==> src/rtl/mem_arbiter.sv <==
// CPU/DMA arbiter in front of a single-port synchronous RAM; every access takes 4 cycles (IDLE, ACC, RESP, DONE).
// Define ARB_ROUND_ROBIN_EN to alternate simultaneous requests; otherwise the CPU always wins a tie.
module mem_arbiter #(
   parameter int unsigned ADDR_W = 12,
   parameter int unsigned DATA_W = 16
) (
   input  logic              clk,
   input  logic              reset,
   input  logic              cpu_req,
   input  logic              cpu_we,
   input  logic [ADDR_W-1:0] cpu_addr,
   input  logic [DATA_W-1:0] cpu_wdata,
   output logic              cpu_ack,
   output logic [DATA_W-1:0] cpu_rdata,
   input  logic              dma_req,
   input  logic              dma_we,
   input  logic [ADDR_W-1:0] dma_addr,
   input  logic [DATA_W-1:0] dma_wdata,
   output logic              dma_ack,
   output logic [DATA_W-1:0] dma_rdata,
   output logic              ram_r_en,
   output logic              ram_w_en,
   output logic [ADDR_W-1:0] ram_addr,
   output logic [DATA_W-1:0] ram_w_data,
   input  logic [DATA_W-1:0] ram_r_data,
   output logic [1:0]        owner
);

   localparam logic [1:0] OWN_IDLE = 2'b00;
   localparam logic [1:0] OWN_CPU  = 2'b01;
   localparam logic [1:0] OWN_DMA  = 2'b10;

   typedef enum logic [1:0] {IDLE, ACC, RESP, DONE} state_t;

   typedef struct packed {
      logic              we;
      logic [ADDR_W-1:0] addr;
      logic [DATA_W-1:0] wdata;
   } acc_t;

   state_t            state, state_nxt;
   acc_t              cur, cur_nxt;
   acc_t              cpu_acc_c, dma_acc_c;
   logic [1:0]        owner_nxt;
   logic              r_en_nxt, w_en_nxt;
   logic              cpu_ack_nxt, dma_ack_nxt;
   logic [DATA_W-1:0] cpu_rdata_nxt, dma_rdata_nxt;
   logic              grant_dma_c;

   assign cpu_acc_c = {cpu_we, cpu_addr, cpu_wdata};
   assign dma_acc_c = {dma_we, dma_addr, dma_wdata};

`ifdef ARB_ROUND_ROBIN_EN
   // Remembers who was granted last; resets to DMA so the first tie goes to the CPU.
   logic last_dma;

   always_ff @(posedge clk or negedge reset) begin
      if (!reset) begin
         last_dma <= 1'b1;
      end else if (state == IDLE && (cpu_req || dma_req)) begin
         last_dma <= grant_dma_c;
      end
   end

   assign grant_dma_c = dma_req && (!cpu_req || !last_dma);
`else
   assign grant_dma_c = dma_req && !cpu_req;
`endif

   // Next-state and next-output logic; every register is updated from these values.
   always_comb begin
      state_nxt     = state;
      cur_nxt       = cur;
      owner_nxt     = owner;
      r_en_nxt      = 1'b0;
      w_en_nxt      = 1'b0;
      cpu_ack_nxt   = 1'b0;
      dma_ack_nxt   = 1'b0;
      cpu_rdata_nxt = cpu_rdata;
      dma_rdata_nxt = dma_rdata;
      case (state)
         IDLE: begin
            if (cpu_req || dma_req) begin
               state_nxt = ACC;
               owner_nxt = grant_dma_c ? OWN_DMA : OWN_CPU;
               cur_nxt   = grant_dma_c ? dma_acc_c : cpu_acc_c;
               r_en_nxt  = !cur_nxt.we;
               w_en_nxt  = cur_nxt.we;
            end
         end
         ACC: begin
            state_nxt = RESP;
         end
         RESP: begin
            state_nxt = DONE;
            if (owner == OWN_DMA) begin
               dma_ack_nxt = 1'b1;
               if (!cur.we) dma_rdata_nxt = ram_r_data;
            end else begin
               cpu_ack_nxt = 1'b1;
               if (!cur.we) cpu_rdata_nxt = ram_r_data;
            end
         end
         DONE: begin
            state_nxt = IDLE;
            owner_nxt = OWN_IDLE;
         end
         default: begin
            state_nxt = IDLE;
            owner_nxt = OWN_IDLE;
         end
      endcase
   end

   // State and all outputs are flops; ram_addr/ram_w_data come straight from the latched request.
   always_ff @(posedge clk or negedge reset) begin
      if (!reset) begin
         state     <= IDLE;
         cur       <= '0;
         owner     <= OWN_IDLE;
         ram_r_en  <= 1'b0;
         ram_w_en  <= 1'b0;
         cpu_ack   <= 1'b0;
         dma_ack   <= 1'b0;
         cpu_rdata <= '0;
         dma_rdata <= '0;
      end else begin
         state     <= state_nxt;
         cur       <= cur_nxt;
         owner     <= owner_nxt;
         ram_r_en  <= r_en_nxt;
         ram_w_en  <= w_en_nxt;
         cpu_ack   <= cpu_ack_nxt;
         dma_ack   <= dma_ack_nxt;
         cpu_rdata <= cpu_rdata_nxt;
         dma_rdata <= dma_rdata_nxt;
      end
   end

   assign ram_addr   = cur.addr;
   assign ram_w_data = cur.wdata;

   a_strobe_excl: assert property (@(posedge clk) disable iff (!reset) !(ram_r_en && ram_w_en));
   a_owner_legal: assert property (@(posedge clk) disable iff (!reset) owner != 2'b11);
   a_ack_excl:    assert property (@(posedge clk) disable iff (!reset) !(cpu_ack && dma_ack));

endmodule

==> config.mk <==
export PLATFORM = sky130hd
export DESIGN_NAME = mem_arbiter
export DESIGN_NICKNAME = d
export VERILOG_FILES = /design/src/rtl/mem_arbiter.sv
export SDC_FILE = /design/constraint.sdc
export NUM_CORES = 1
export LEC_CHECK = 0
export CAP_MARGIN = 20
export CORE_MARGIN = 5
export CORE_UTILIZATION = 38
export CTS_BUF_LIST = sky130_fd_sc_hd__clkbuf_2 sky130_fd_sc_hd__clkbuf_4 sky130_fd_sc_hd__clkbuf_8
export DETAILED_ROUTE_END_ITERATION = 7
export HOLD_SLACK_MARGIN = 0.12
export PLACE_DENSITY = 0.88
export SETUP_SLACK_MARGIN = 0.15
export SYNTH_ARGS = -nofsm -noshare
export SYNTH_HDL_FRONTEND = slang
export SYNTH_SLANG_ARGS = --single-unit
==> constraint.sdc <==
create_clock -name clk -period 1.6 [get_ports clk]
set_input_delay 0.32 -clock clk [delete_from_list [all_inputs] [get_ports clk]]
set_output_delay 0.32 -clock clk [all_outputs]
set_load 0.1 [all_outputs]
==> out/qor.yml <==
grt_util_all_layers_pct: 19.4
routedWlPerCell_microns: 19.0
cts_max_level: 3
grt_overflow: 0
die_area_sq_um: 9900
nNetsFinal: 488
io_pins: 144
min_period_over_period_pct: 102
die_y_microns: 99.5
multi_input_area_sq_um: 1150
dpl.hpwl_mm: 6.94
clock_latency_ps: 340
clock_sinks: 69
ys_ff_latch: 69
cap_viol_max_count: 0
synth.distinct_cells: 25
synth_cells: 264
initialDrtViolationCount: 66
fmax_ghz: 0.613
ys_seq_area_share_pct: 56.7
rsz0062_at_grt: "yes"
status: "complete, but fails checks"
fin_crit_ps: 1630
violations: "setup timing"
critPathMaxFanout: 8
drv_slew: 0
grt_pass1_vias: 2744
area_growth_pct: 87.9
yosys_warnings: 0
finalClockSkew_ps: 14.4
clk_pin_slew_ps: 80
grt_max_degree: 70
clockRootBuffer: "clkbuf_8"
place.gp.congestion: 0.765
slew_headroom_pct: 75.9
antenna_found_initial: 0
wirelength_mm: 9.77
dr.pass1.iters: 4
n_antenna_cell: 0
hold_path.class: "primary input to async pin"
setup_violations: 16
port_buffers: 143
drive_above_1_share_pct: 38.6
seqCellArea_sq_um: 1730
grt_pass1_wl_mm: 14.8
fin_area_sq_um: 5720
synth_fp_nets: 345
drcViolationCount: 0
cts_buffers: 9
rows: 32
hold_violations: 0
critical_path_class: "register to register"
antenna_left: 0
netlist_area_sq_um: 3050
cts_tree: "yes"
critPathArrivalTime_ps: 1860
start_util_pct: 39.2
syn_avg_cell_area_sq_um: 11.5
crit_required_ps: 1830
fp.dieW_microns: 99.5
worst_slack_ps: -32.2
placed_cell_area_sq_um: 5220
vias: 2532
worst_slew_pin_slew_ps: 362
start_kind: "register"
vias_per_cell: 4.93
endpoint_kind: "register"
n_fill_cell: 496
coreArea_sq_um: 7770
clockBufferDepth: 2
## layer usage
metal | track usage, % | wire length [microns] | share of wire, %
met3 | 5.33 | 522 | 5.3
met1 | 22.1 | 3680 | 38
met2 | 35.5 | 5470 | 56
met5 | 0 | 0 | 0
met4 | 5.04 | 96 | 0.98
## cell usage in the layout, fill, tap and decap left out, types with 2 or more instances in the layout
cell type	synthesis	layout
clkdlybuf4s50_1	0	76
buf_12	0	71
dfrtp_1	69	67
nor2_1	34	34
mux2_4	0	32
a21oi_1	30	29
o22ai_1	28	28
buf_4	30	18
clkbuf_8	0	11
buf_6	1	5
nand2_1	4	4
inv_1	4	2
and2_1	2	2
o21ai_0	2	2
nand2b_1	2	2
a31o_2	2	2
clkinv_4	0	2
bufinv_16	0	2
buf_16	0	2
## synth_stat cells
master,number,area [sq um]
buf_4,30,225
mux2_2,33,372
dfrtp_1,69,1730
o21a_1,1,7.51
buf_1,2,7.51
nand2b_1,2,12.5
o22ai_1,28,175
o21ai_0,2,10.0
a21oi_1,30,150
nor2_1,34,128
a31o_2,2,17.5
ha_1,3,37.5
nor3b_4,1,18.8
a31oi_1,1,6.26
or2b_1,1,7.51
nand2b_4,1,13.8
nor3_4,1,16.3
nand3b_1,1,7.51
nor3b_1,1,7.51
buf_2,6,30.0
buf_6,1,11.3
and2_1,2,12.5
inv_1,4,15.0
clkbuf_1,4,15.0
nand2_1,4,15.0
## per-stage QoR
stage	utilization, %	cells	setup WS [ps]	setup TNS, ps	hold WS (ps)
after floorplan	-	264	-187	-3600	24.4
after global placement	67.2	485	9.29	0	365
after detailed placement	67.2	485	-102	-2520	383
after CTS	73.2	512	34.3	0	572
after global routing	73.7	514	-122	-1760	593
final	73.7	514	-32.2	-364	557
## flip-flops by register name, indices dropped and copies added, names as in the netlist, 2 cells and up
register / cells
state: 2
owner: 2
ram_addr: 12
ram_w_data: 16
cpu_rdata: 16
dma_rdata: 16
## cell families (layout without fill, tap and decap cells)
kind of cell	after synthesis	count (layout)	synth area share [%]
AOI/OAI and AO/OA	64	64	12.0
adders and majority gates	3	3	1.23
buffers and inverters	47	195	9.98
DFF	69	69	56.7
muxes	33	33	12.2
and+or+nand+nor	48	48	7.85
## worst paths after layout
check                             start           end  slack (ps)  depth (start not counted)
setup / recovery               state[0]  cpu_rdata[0]         -30                          7
hold / removal                    reset  cpu_rdata[7]         560                          3
setup reg to reg               state[0]  cpu_rdata[0]         -30                          7
hold reg to reg            cpu_rdata[9]  cpu_rdata[9]         580                          1
max in group asynchronous         reset      owner[0]         710                          3
min in group clk           cpu_rdata[9]  cpu_rdata[9]         580                          1
## critical path: stages (launching register included)
cell and delay (ps):
dfrtp_1 400, inv_2 100, ha_4 160, inv_4 50, nor3b_4 230, buf_6 150, buf_16 130, mux2_4 300
## repair_timing
| action | in CTS | in global routing |
|---|---|---|
| hold buffers | 1 | 0 |
| setup buffers | 8 | 2 |
| cloned | 2 | 0 |
| endpoints found under the setup margin | 58 | 66 |
| hold endpoints to repair | 69 | 0 |
| pin swaps | 3 | 0 |
| resized for setup | 30 | 7 |
## layout make-up
type / instances / area share [%]
inverters: 4 / 0.306
repair buffers: 175 / 43.0
multi-input cells: 148 / 20.2
clock inverters: 5 / 1.44
clock buffers: 11 / 2.65
well taps: 102 / 2.23
flip-flops and latches: 69 / 30.3
Power is not shown: default switching activity piles up to over one toggle a cycle in this logic, so the estimate is an artifact.
